==> src/rtl/unum_mm_pkg.sv <==
// Shared constants and FSM state encodings for the unum matrix-multiply scheduler.
package unum_mm_pkg;

    localparam int DEF_AW      = 12;
    localparam int DEF_DW      = 6;
    localparam int DEF_CREDITS = 4;
    localparam int DEF_CW      = 3;

    // Multiplier input register to finish_o; the scheduler never relies on it.
    localparam int MUL_LATENCY = 8;

    typedef logic [2:0] state_t;

    localparam state_t ST_IDLE  = 3'd0;
    localparam state_t ST_CLR   = 3'd1;
    localparam state_t ST_ISSUE = 3'd2;
    localparam state_t ST_DRAIN = 3'd3;
    localparam state_t ST_FIN   = 3'd4;

endpackage

==> src/rtl/unum_mm_credit_ctr.sv <==
// Saturating up/down counter with a reset value; simultaneous inc and dec cancel.
module unum_mm_credit_ctr #(
    parameter int             W       = 3,
    parameter logic [W-1:0]   INIT    = '0,
    parameter logic [W-1:0]   MAX_VAL = {W{1'b1}}
) (
    input  logic         clk,
    input  logic         rst,
    input  logic         inc,
    input  logic         dec,
    output logic [W-1:0] count
);

    // NOTE: sequential state uses non-blocking assignments so every flop samples pre-edge values.
    always_ff @(posedge clk) begin
        if (rst) begin
            count <= INIT;
        end else if (inc && !dec && count != MAX_VAL) begin
            count <= count + W'(1);
        end else if (dec && !inc && count != '0) begin
            count <= count - W'(1);
        end
    end

endmodule

==> src/rtl/unum_mm_scheduler.sv <==
// Operand-read sequencer for one C = A * B job: walks i/j/k, issues buffer reads,
// strobes the multiplier and throttles dot products against downstream credits.
module unum_mm_scheduler
    import unum_mm_pkg::*;
#(
    parameter int AW      = DEF_AW,
    parameter int DW      = DEF_DW,
    parameter int CREDITS = DEF_CREDITS,
    parameter int CW      = DEF_CW
) (
    input  logic          clk,
    input  logic          rst,
    input  logic          start,
    input  logic [DW-1:0] dim_m,
    input  logic [DW-1:0] dim_n,
    input  logic [DW-1:0] dim_k,
    output logic          rd_en,
    output logic [AW-1:0] a_addr,
    output logic [AW-1:0] b_addr,
    output logic          mul_valid,
    output logic          mul_finish,
    output logic          mul_rst,
    input  logic          res_finish,
    input  logic          credit_ret,
    output logic          busy,
    output logic          done
);

    state_t        state;
    logic [DW-1:0] m_q, n_q, k_q;
    logic [DW-1:0] i_cnt, j_cnt, k_cnt;
    logic [AW-1:0] a_base, b_base;
    logic [AW-1:0] k_step;
    logic [CW-1:0] credit, outstanding;
    logic          issue, k_first, k_last, j_last, i_last, dims_zero;

    assign k_first   = (k_cnt == '0);
    assign k_last    = (k_cnt == k_q - DW'(1));
    assign j_last    = (j_cnt == n_q - DW'(1));
    assign i_last    = (i_cnt == m_q - DW'(1));
    assign dims_zero = (dim_m == '0) || (dim_n == '0) || (dim_k == '0);
    assign k_step    = AW'(k_q);

    // Only the first pair of a dot product waits for a credit; the rest stream through.
    assign issue   = (state == ST_ISSUE) && (!k_first || credit != '0);
    assign rd_en   = issue;
    assign mul_rst = (state == ST_CLR);
    assign a_addr  = a_base + AW'(k_cnt);
    assign b_addr  = b_base + AW'(k_cnt);

    unum_mm_credit_ctr #(
        .W       (CW),
        .INIT    (CW'(CREDITS)),
        .MAX_VAL (CW'(CREDITS))
    ) u_credit (
        .clk   (clk),
        .rst   (rst),
        .inc   (credit_ret),
        .dec   (issue && k_first),
        .count (credit)
    );

    unum_mm_credit_ctr #(
        .W       (CW),
        .INIT    ('0),
        .MAX_VAL ({CW{1'b1}})
    ) u_outstanding (
        .clk   (clk),
        .rst   (rst),
        .inc   (issue && k_last),
        .dec   (res_finish),
        .count (outstanding)
    );

    always_ff @(posedge clk) begin
        if (rst) begin
            state      <= ST_IDLE;
            busy       <= 1'b0;
            done       <= 1'b0;
            mul_valid  <= 1'b0;
            mul_finish <= 1'b0;
            m_q        <= '0;
            n_q        <= '0;
            k_q        <= '0;
            i_cnt      <= '0;
            j_cnt      <= '0;
            k_cnt      <= '0;
            a_base     <= '0;
            b_base     <= '0;
        end else begin
            done       <= 1'b0;
            mul_valid  <= issue;
            mul_finish <= issue && k_last;
            case (state)
                ST_IDLE: begin
                    if (start) begin
                        m_q   <= dim_m;
                        n_q   <= dim_n;
                        k_q   <= dim_k;
                        busy  <= 1'b1;
                        state <= dims_zero ? ST_FIN : ST_CLR;
                    end
                end
                ST_CLR: state <= ST_ISSUE;
                ST_ISSUE: begin
                    if (issue) begin
                        if (!k_last) begin
                            k_cnt <= k_cnt + DW'(1);
                        end else begin
                            k_cnt <= '0;
                            if (!j_last) begin
                                j_cnt  <= j_cnt + DW'(1);
                                b_base <= b_base + k_step;
                            end else begin
                                // Row done: B restarts at column 0, A moves to the next row.
                                j_cnt  <= '0;
                                b_base <= '0;
                                if (!i_last) begin
                                    i_cnt  <= i_cnt + DW'(1);
                                    a_base <= a_base + k_step;
                                end else begin
                                    i_cnt  <= '0;
                                    a_base <= '0;
                                    state  <= ST_DRAIN;
                                end
                            end
                        end
                    end
                end
                ST_DRAIN: begin
                    if (outstanding == '0 && !mul_valid) state <= ST_FIN;
                end
                ST_FIN: begin
                    done  <= 1'b1;
                    busy  <= 1'b0;
                    state <= ST_IDLE;
                end
                default: state <= ST_IDLE;
            endcase
        end
    end

endmodule

==> config.mk <==
export PLATFORM = sky130hd
export DESIGN_NAME = unum_mm_scheduler
export DESIGN_NICKNAME = d
export VERILOG_FILES = /design/src/rtl/unum_mm_pkg.sv /design/src/rtl/unum_mm_credit_ctr.sv /design/src/rtl/unum_mm_scheduler.sv
export SDC_FILE = /design/constraint.sdc
export NUM_CORES = 1
export LEC_CHECK = 0
export ABC_CLOCK_PERIOD_IN_PS = 4700
export CORE_AREA = 2 2 96 98
export DETAILED_ROUTE_END_ITERATION = 6
export DIE_AREA = 0 0 98 100
export GPL_TIMING_DRIVEN = 0
export PLACE_DENSITY = 0.8
export SKIP_CTS_REPAIR_TIMING = 1
export SYNTH_ARGS = -nofsm -noshare
export SYNTH_HDL_FRONTEND = slang
export SYNTH_SLANG_ARGS = --single-unit
==> constraint.sdc <==
create_clock -name clk -period 4.7 [get_ports clk]
set_input_delay 0.94 -clock clk [delete_from_list [all_inputs] [get_ports clk]]
set_output_delay 0.94 -clock clk [all_outputs]
set_load 0.005 [all_outputs]
==> results of run 1 <==
[sequential cells by signal, summed over array words and instances (netlist names), 3 cells and up]
register / count
i_cnt: 6
j_cnt: 6
k_cnt: 6
a_base: 12
n_q: 6
b_base: 12
u_outstanding.count: 3
m_q: 6
k_q: 6
state: 3
u_credit.count: 3
[area by class of cell]
class / count / area, µm²
sequential: 73 / 1461
fill: 791 / 3123
multi-input combinational: 487 / 3206
tap: 111 / 138.9
clock buffer: 11 / 141.4
timing repair buffer: 52 / 520.5
buffer: 28 / 121.4
clock inverter: 5 / 31.28
inverter: 39 / 146.4
[cell families (layout without fill, tap and decap cells)]
group           after synthesis  in the layout  share of synthesized area
compound gates              166            166                     0.2201
xor+xnor                     48             48                    0.08519
fa+ha+maj                    37             37                     0.1029
buf+inv                      67            135                    0.05426
flops                        73             73                     0.2961
mux                           7              7                    0.01471
simple gates                229            229                     0.2267
[worst reg2reg max path: cells and delay by family, from the launching register on]
family / cells / cell delay [ns]
flops: 1 / 0.61
buf+inv: 3 / 0.69
mux: 1 / 0.34
simple gates: 5 / 0.94
compound gates: 2 / 0.42
fa+ha+maj: 2 / 0.62
[per-layer routing]
layer,track usage,wire (µm)
met4,0.1175,400
met3,0.03969,663
met2,0.4505,6030
met5,0,0
met1,0.3252,5511
[layout by cell type, fill, tap and decap left out, types with 3 or more instances in the layout]
master / instances
a211oi_1: 11
a21o_1: 8
a21oi_1: 61
a22o_1: 4
a31o_2: 3
a31oi_1: 5
and3_1: 8
buf_2: 7
clkbuf_1: 20
clkbuf_8: 10
clkdlybuf4s50_1: 52
clkinv_2: 3
dfxtp_1: 73
fa_1: 6
ha_1: 31
inv_1: 38
mux2i_1: 5
nand2_1: 86
nand2b_1: 6
nand3_1: 23
nand4_1: 12
nand4b_1: 3
nor2_1: 38
nor2b_1: 7
nor3_1: 15
nor4_1: 5
o211ai_1: 5
o21ai_0: 32
o22ai_1: 3
o31ai_1: 5
o32ai_1: 9
or3_1: 7
or4_1: 6
xnor2_1: 25
xor2_1: 23
[worst max-delay path by stage]
stage,to,from,depth (start not counted),slack [ns]
after floorplan,u_outstanding.count[2],k_q[1],13,1.47
after CTS,a_addr[10],k_cnt[1],9,0.58
after global routing,a_addr[10],k_cnt[1],9,0.33
after detailed placement,a_addr[10],k_cnt[1],9,0.97
after global placement,a_addr[8],k_cnt[1],9,1.02
final,a_addr[10],k_cnt[1],9,0.58
[synth_stat cells (all sizes together) (3+ instances only)]
cell	count
nand2	87
dfxtp	73
a21oi	61
inv	39
nor2	38
o21ai	32
ha	31
xnor2	25
nand3	24
xor2	23
clkbuf	19
nor3	16
nand4	12
a211oi	11
buf	9
o32ai	9
a21o	8
and3	8
or3	8
nor2b	7
or4	7
a31oi	6
fa	6
nand2b	6
mux2i	5
nor4	5
o211ai	5
o31ai	5
a22o	4
a2111oi	3
a31o	3
nand4b	3
o22ai	3
[power by group]
group          switching (µW)  internal, µW
registers                92.5           686
logic                     358           298
clock network             247           205
[stage by stage]
stage,total power (µW),util,worst slack (ns),instances
floorplan,1252,-,1.466,627
global placement,1403,0.6293,1.019,790
detailed placement,1438,0.6293,0.9749,790
CTS,1880,0.6487,0.5757,806
global route,2009,0.6487,0.3303,806
finish,1886,0.6487,0.5825,806
==> out/metrics.csv, run 1 <==
metric,value,unit
status,finished clean,
"CTS clk-pin slew, worst paths",0.08,ns
CTS tree,built,
maxcap violations,0,
Pins Over Slew Limit,0,
Layout Skew,0.01056,ns
min-delay src,n_q[5],
DIE AREA,0.009800,mm²
synth top area cells,"dfxtp_1, ha_1, nand2_1",
reg2reg path depth,13,
total number of vias,4837,
root buf cell,clkbuf_8,
Routed wire per std cell,15.64,µm
Synth async-reset ratio,0,
largest stage delay on the critical path,0.51,ns
H-tree Lvls,3,
GRT Util Overall,0.2615,
Leak,0.002219,µW
Synth Flop Type,dfxtp_1,
synthesized instance count,627,
1st-iter DRT viols,298,
DRC Markers,0,
initial antenna violation count,0,
CP Launch Type,register,
row count,35,
Via density,6.001,
RR Endpoint,u_outstanding.count[2],
post-synth top area cell,dfxtp_1,
Slew HR,0.1425,
setup_tns,0,ns
Synth-to-Final Area Change,16.86,%
clock sinks,73,
core area,0.008890,mm²
hold depth,2,
share of the synthesized area in the top cell type,0.2961,
Peak VDD IR,0.0001847,V
cell mode on critical path,o21ai_0,
Die W,98,µm
WL final,12610,µm
worst r2r src,k_q[1],
drt first pass iters,4,
worst hold path type,reg2reg,
Final Hold Violating Endpoints,0,
global-route wire length before repair,21060,µm
Worst path top cell family by delay,compound AO/OA/AOI/OAI gates,
Post-Syn Area,0.004935,mm²
CP arrival,3.18,ns
minimum clock period,4.118,ns
total overflow reported by the global router,0,
initial cell density of the core,0.5551,
Avg Inst Size Synth,7.870,µm²
Inserted Clock Buffers,9,
part of the cycle the worst path needs,0.8761,
Post-Syn Nets,687,
largest net degree at the start of global routing,13,
Hold Crit Endpoint,n_q[5],
"Design Area, Final",0.005767,mm²
io pins,53,
dpl cell area,0.005594,mm²
Critical Path RT,3.76,ns
power per cell area,327.1,mW/mm²
Slew @ Worst Pin,1.254,ns
kind of critical path,reg2out,
reg2reg setup slack,0.95,ns
chip height,100,µm
synth warn,0,
Yosys cell types,62,
Crit Path Max Fanout,6,
layout cells sized above 1,0.05755,
CP bufs+invs,2,
Final Hold Slack,0.4840,ns
sequential fraction of the synthesis area,0.2961,
# port buffers,52,
CP Cell Sequence,inv_1 -> fa_1 -> nor2b_1 -> o21ai_0 -> a21boi_0 -> o21ai_0 -> a21oi_1 -> xnor2_1 -> clkdlybuf4s50_1,
HPWL Detailed,9623,µm
Longest Clk Path Bufs,2,
Max Freq,242.9,MHz
Setup-failing EPs final,0,
slowest CP cell,clkdlybuf4s50_1,
element type at the critical path end,output port,
RePlAce Congestion,0.9073,
Final ANT Viol Nets,0,
"EDFF count, synth",0,
clk_lat worst skew,0.35,ns
setup repair after global routing missed its margin,no,
Synth Register Bits,73,
"Net count, final",750,
vias in the first global route,4603,
n_diodes,0,
(Power assumes the default switching activity.)
==> inputs of run 2 (changes only) <==
--- a/config.mk
+++ b/config.mk
@@ -9,9 +9,10 @@
 export CORE_AREA = 2 2 96 98
 export DETAILED_ROUTE_END_ITERATION = 6
 export DIE_AREA = 0 0 98 100
-export GPL_TIMING_DRIVEN = 0
-export PLACE_DENSITY = 0.8
+export GPL_TIMING_DRIVEN = 1
+export PLACE_DENSITY = 0.79
 export SKIP_CTS_REPAIR_TIMING = 1
 export SYNTH_ARGS = -nofsm -noshare
 export SYNTH_HDL_FRONTEND = slang
+export SYNTH_HIERARCHICAL = 1
 export SYNTH_SLANG_ARGS = --single-unit
==> run 2 against run 1 <==
Net effect: sequential power shrank 12%; die area is the same; non-clock buffer count fell by 24; power shrank 21%; count of clock-buffer cells in the layout fell by 1; fmax grew 4.1%; critical path type unchanged; critical endpoint unchanged; largest cell class unchanged.
==> out/metrics.csv, run 2 <==
metric,value,unit,change
status,finished clean,,
n_diodes,0,,unchanged
Inserted Clock Buffers,9,,unchanged
1st-iter DRT viols,204,,-32%
Max Freq,252.9,MHz,+4.1%
Pins Over Slew Limit,0,,unchanged
Setup-failing EPs final,0,,unchanged
"commonest non-fill, non-tap cell in the layout",dfxtp_1,,
Peak VDD IR,0.0001739,V,-5.8%
chip height,100,µm,unchanged
Final Power,1493,µW,-21%
synth top area cells,"dfxtp_1, ha_1, a21oi_1",,
sequential fraction of the synthesis area,0.2975,,+0.001358
Routed wire per std cell,15.59,µm,-0.33%
core area,0.008890,mm²,unchanged
io pins,53,,unchanged
Worst path top cell family by delay,compound AO/OA/AOI/OAI gates,,
minimum clock period,3.955,ns,-0.1628 ns
synthesized instance count,610,,-2.7%
"EDFF count, synth",0,,unchanged
power per cell area,261.8,mW/mm²,-20%
initial antenna violation count,0,,unchanged
Die W,98,µm,unchanged
Final Core Density,0.6415,,-0.007178
total overflow reported by the global router,0,,unchanged
DIE AREA,0.009800,mm²,unchanged
Post-synth top cells,"dfxtp_1, nand2_1, a21oi_1, nor2_1, xnor2_1",,
layout cells sized above 1,0.05311,,-0.004443
row count,35,,unchanged
cell with the most instances after synthesis,dfxtp_1,,
"CTS clk-pin slew, worst paths",0.09,ns,about the same
"Net count, final",714,,-4.8%
WL final,12000,µm,-4.8%
Layout Cells excl Fill,770,,-4.5%
Slew HR,0.2437,,+0.1012
Yosys cell types,64,,+3.2%
CP bufs+invs,1,,-1
part of the cycle the worst path needs,0.8414,,-0.03464
top layer in use,met4,,
Synth async-reset ratio,0,,unchanged
Layout Skew,0.009221,ns,-0.001336 ns
Post-Route M1 WL,5445,µm,-1.2%
RePlAce Congestion,0.8483,,-6.5%
element type at the critical path end,output port,,
CP Cell Sequence,ha_1 -> fa_1 -> a21o_1 -> a21oi_1 -> o21bai_1 -> a21oi_1 -> nor2_1 -> xnor2_1 -> clkdlybuf4s50_1,,
Switch Pwr,460.0,µW,-34%
biggest regs,"a_base x12, b_base x12",,
Crit Path Max Fanout,9,,+3
Synth Flop Type,dfxtp_1,,
kind of critical path,reg2out,,
share of the synthesized area in the top cell type,0.2975,,+0.001358
worst hold path type,reg2reg,,
DR WL met2,5687,µm,-5.7%
largest stage delay on the critical path,0.52,ns,about the same
"worst slack, placed",1.037,ns,+0.06245 ns
Final Hold Violating Endpoints,0,,unchanged
HPWL Detailed,8975,µm,-6.7%
dpl cells,754,,-4.6%
Post-Syn Area,0.004912,mm²,-0.46%
CP Launch Type,register,,
initial cell density of the core,0.5526,,-0.002533
maxcap violations,0,,unchanged
root buf cell,clkbuf_8,,
Slew @ Worst Pin,1.130,ns,-0.1235 ns
Final ANT Viol Nets,0,,unchanged
Avg Inst Size Synth,8.053,µm²,+2.3%
Leak,0.002193,µW,-1.2%
met3 wire length,702,µm,+5.9%
post-route setup slack,0.7453,ns,+0.1628 ns
# port buffers,52,,unchanged
cell mode on critical path,a21oi_1,,
clock sinks,73,,unchanged
GRT Util Overall,0.2484,,-0.01310
Longest Clk Path Bufs,2,,unchanged
drt first pass iters,5,,+1
CTS tree,built,,
post-synth top area cell,dfxtp_1,,
fillers,780,,-1.4%
largest net degree at the start of global routing,37,,+24
slowest CP cell,clkdlybuf4s50_1,,
Via density,6.008,,+0.11%
setup_tns,0,ns,unchanged
Sw Share,0.3082,,-0.06166
DRC Markers,0,,unchanged
setup repair after global routing missed its margin,no,,
Synth Register Bits,73,,unchanged
total number of vias,4626,,-4.4%
Comb power frac,0.183,,-0.165
CP arrival,3.01,ns,-0.17 ns
Synth-to-Final Area Change,16.10,%,
power share of the sequential group,0.458,,+0.045
synth warn,6,,+6
Critical Path RT,3.76,ns,about the same
vias in the first global route,4413,,-4.1%
H-tree Lvls,3,,unchanged
Internal,1033,µW,-13%
Post-Syn Nets,670,,-2.5%
most frequent cells in the layout,"dfxtp_1, nand2_1, a21oi_1, clkdlybuf4s50_1, nor2_1",,
global-route wire length before repair,20180,µm,-4.2%
clk_lat worst skew,0.35,ns,about the same
Clock power frac,0.358,,+0.119
==> run 2: cell count changes after synthesis, sizes merged, moves of 4 or more <==
cell	delta
o211ai	+4
nand3	-6
a21oi	-4
xnor2	+7
o21bai	+7
mux2i	-4
inv	-7
nand2	-15
xor2	-4
o32ai	-8
==> run 2: logic make-up (layout without fill, tap and decap cells) <==
group,after synthesis,after routing,synth area share
AO/OA/AOI/OAI,175,175,0.2404
multiplexers,1,1,0.002038
flip-flops,73,73,0.2975
adder cells (fa/ha/maj),37,37,0.1034
buffers and inverters,55,104,0.04687
XOR/XNOR,51,51,0.09093
AND/OR/NAND/NOR,218,218,0.2188
==> run 2: final timing paths <==
| check | start | endpoint | cells past startpoint | slack (ns) |
|---|---|---|---|---|
| hold / removal | n_q[5] | n_q[5] | 2 | 0.48 |
| setup / recovery | k_cnt[0] | a_addr[10] | 9 | 0.75 |
| hold reg to reg | n_q[5] | n_q[5] | 2 | 0.48 |
| setup reg to reg | k_q[1] | u_outstanding/count[2] | 13 | 0.96 |
==> run 2: layout make-up <==
| type | instances | area [µm²] | share of cell area |
|---|---|---|---|
| clock buffers | 10 | 137.6 | 0.02413 |
| clock inverters | 6 | 72.57 | 0.01272 |
| inverters | 32 | 120.1 | 0.02106 |
| multi-input cells | 482 | 3227 | 0.5658 |
| flip-flops and latches | 73 | 1461 | 0.2563 |
| well taps | 111 | 138.9 | 0.02435 |
| repair buffers | 56 | 545.5 | 0.09566 |
==> run 2: worst reg2reg max path, stage by stage (launching register included) <==
cell and delay (ns):
dfxtp_1 0.43, inv_1 0.15, ha_1 0.24, nor2b_1 0.13, or3_1 0.35, a31oi_1 0.50, nand2_4 0.35, inv_2 0.14
nor2b_4 0.24, nand2_1 0.10, fa_1 0.47, nand2_1 0.10, o22ai_1 0.08, a2111oi_2 0.36
==> run 2: layer usage <==
layer  track usage  up-vias
met5             0        -
met4       0.07692        0
met3       0.04526       16
met2        0.4231      146
met1        0.3224     2165
li1              -     2299
==> run 2: power by group through the flow <==
stage / clock network [µW] / registers [µW] / logic, µW
3_5_place_dp: 0 / 698 / 270
6_report: 535 / 684 / 274
5_1_grt: 567 / 689 / 306
3_3_place_gp: 0 / 696 / 258
2_1_floorplan: 0 / 687 / 192
4_1_cts: 539 / 683 / 272
==> run 2: metrics by stage <==
| step | cell area [µm²] | hold WS [ns] |
|---|---|---|
| floorplan | 4912 | 0.4478 |
| global placement | 5493 | 0.4616 |
| detailed placement | 5493 | 0.4718 |
| CTS | 5703 | 0.4831 |
| global route | 5703 | 0.5050 |
| finish | 5703 | 0.4783 |
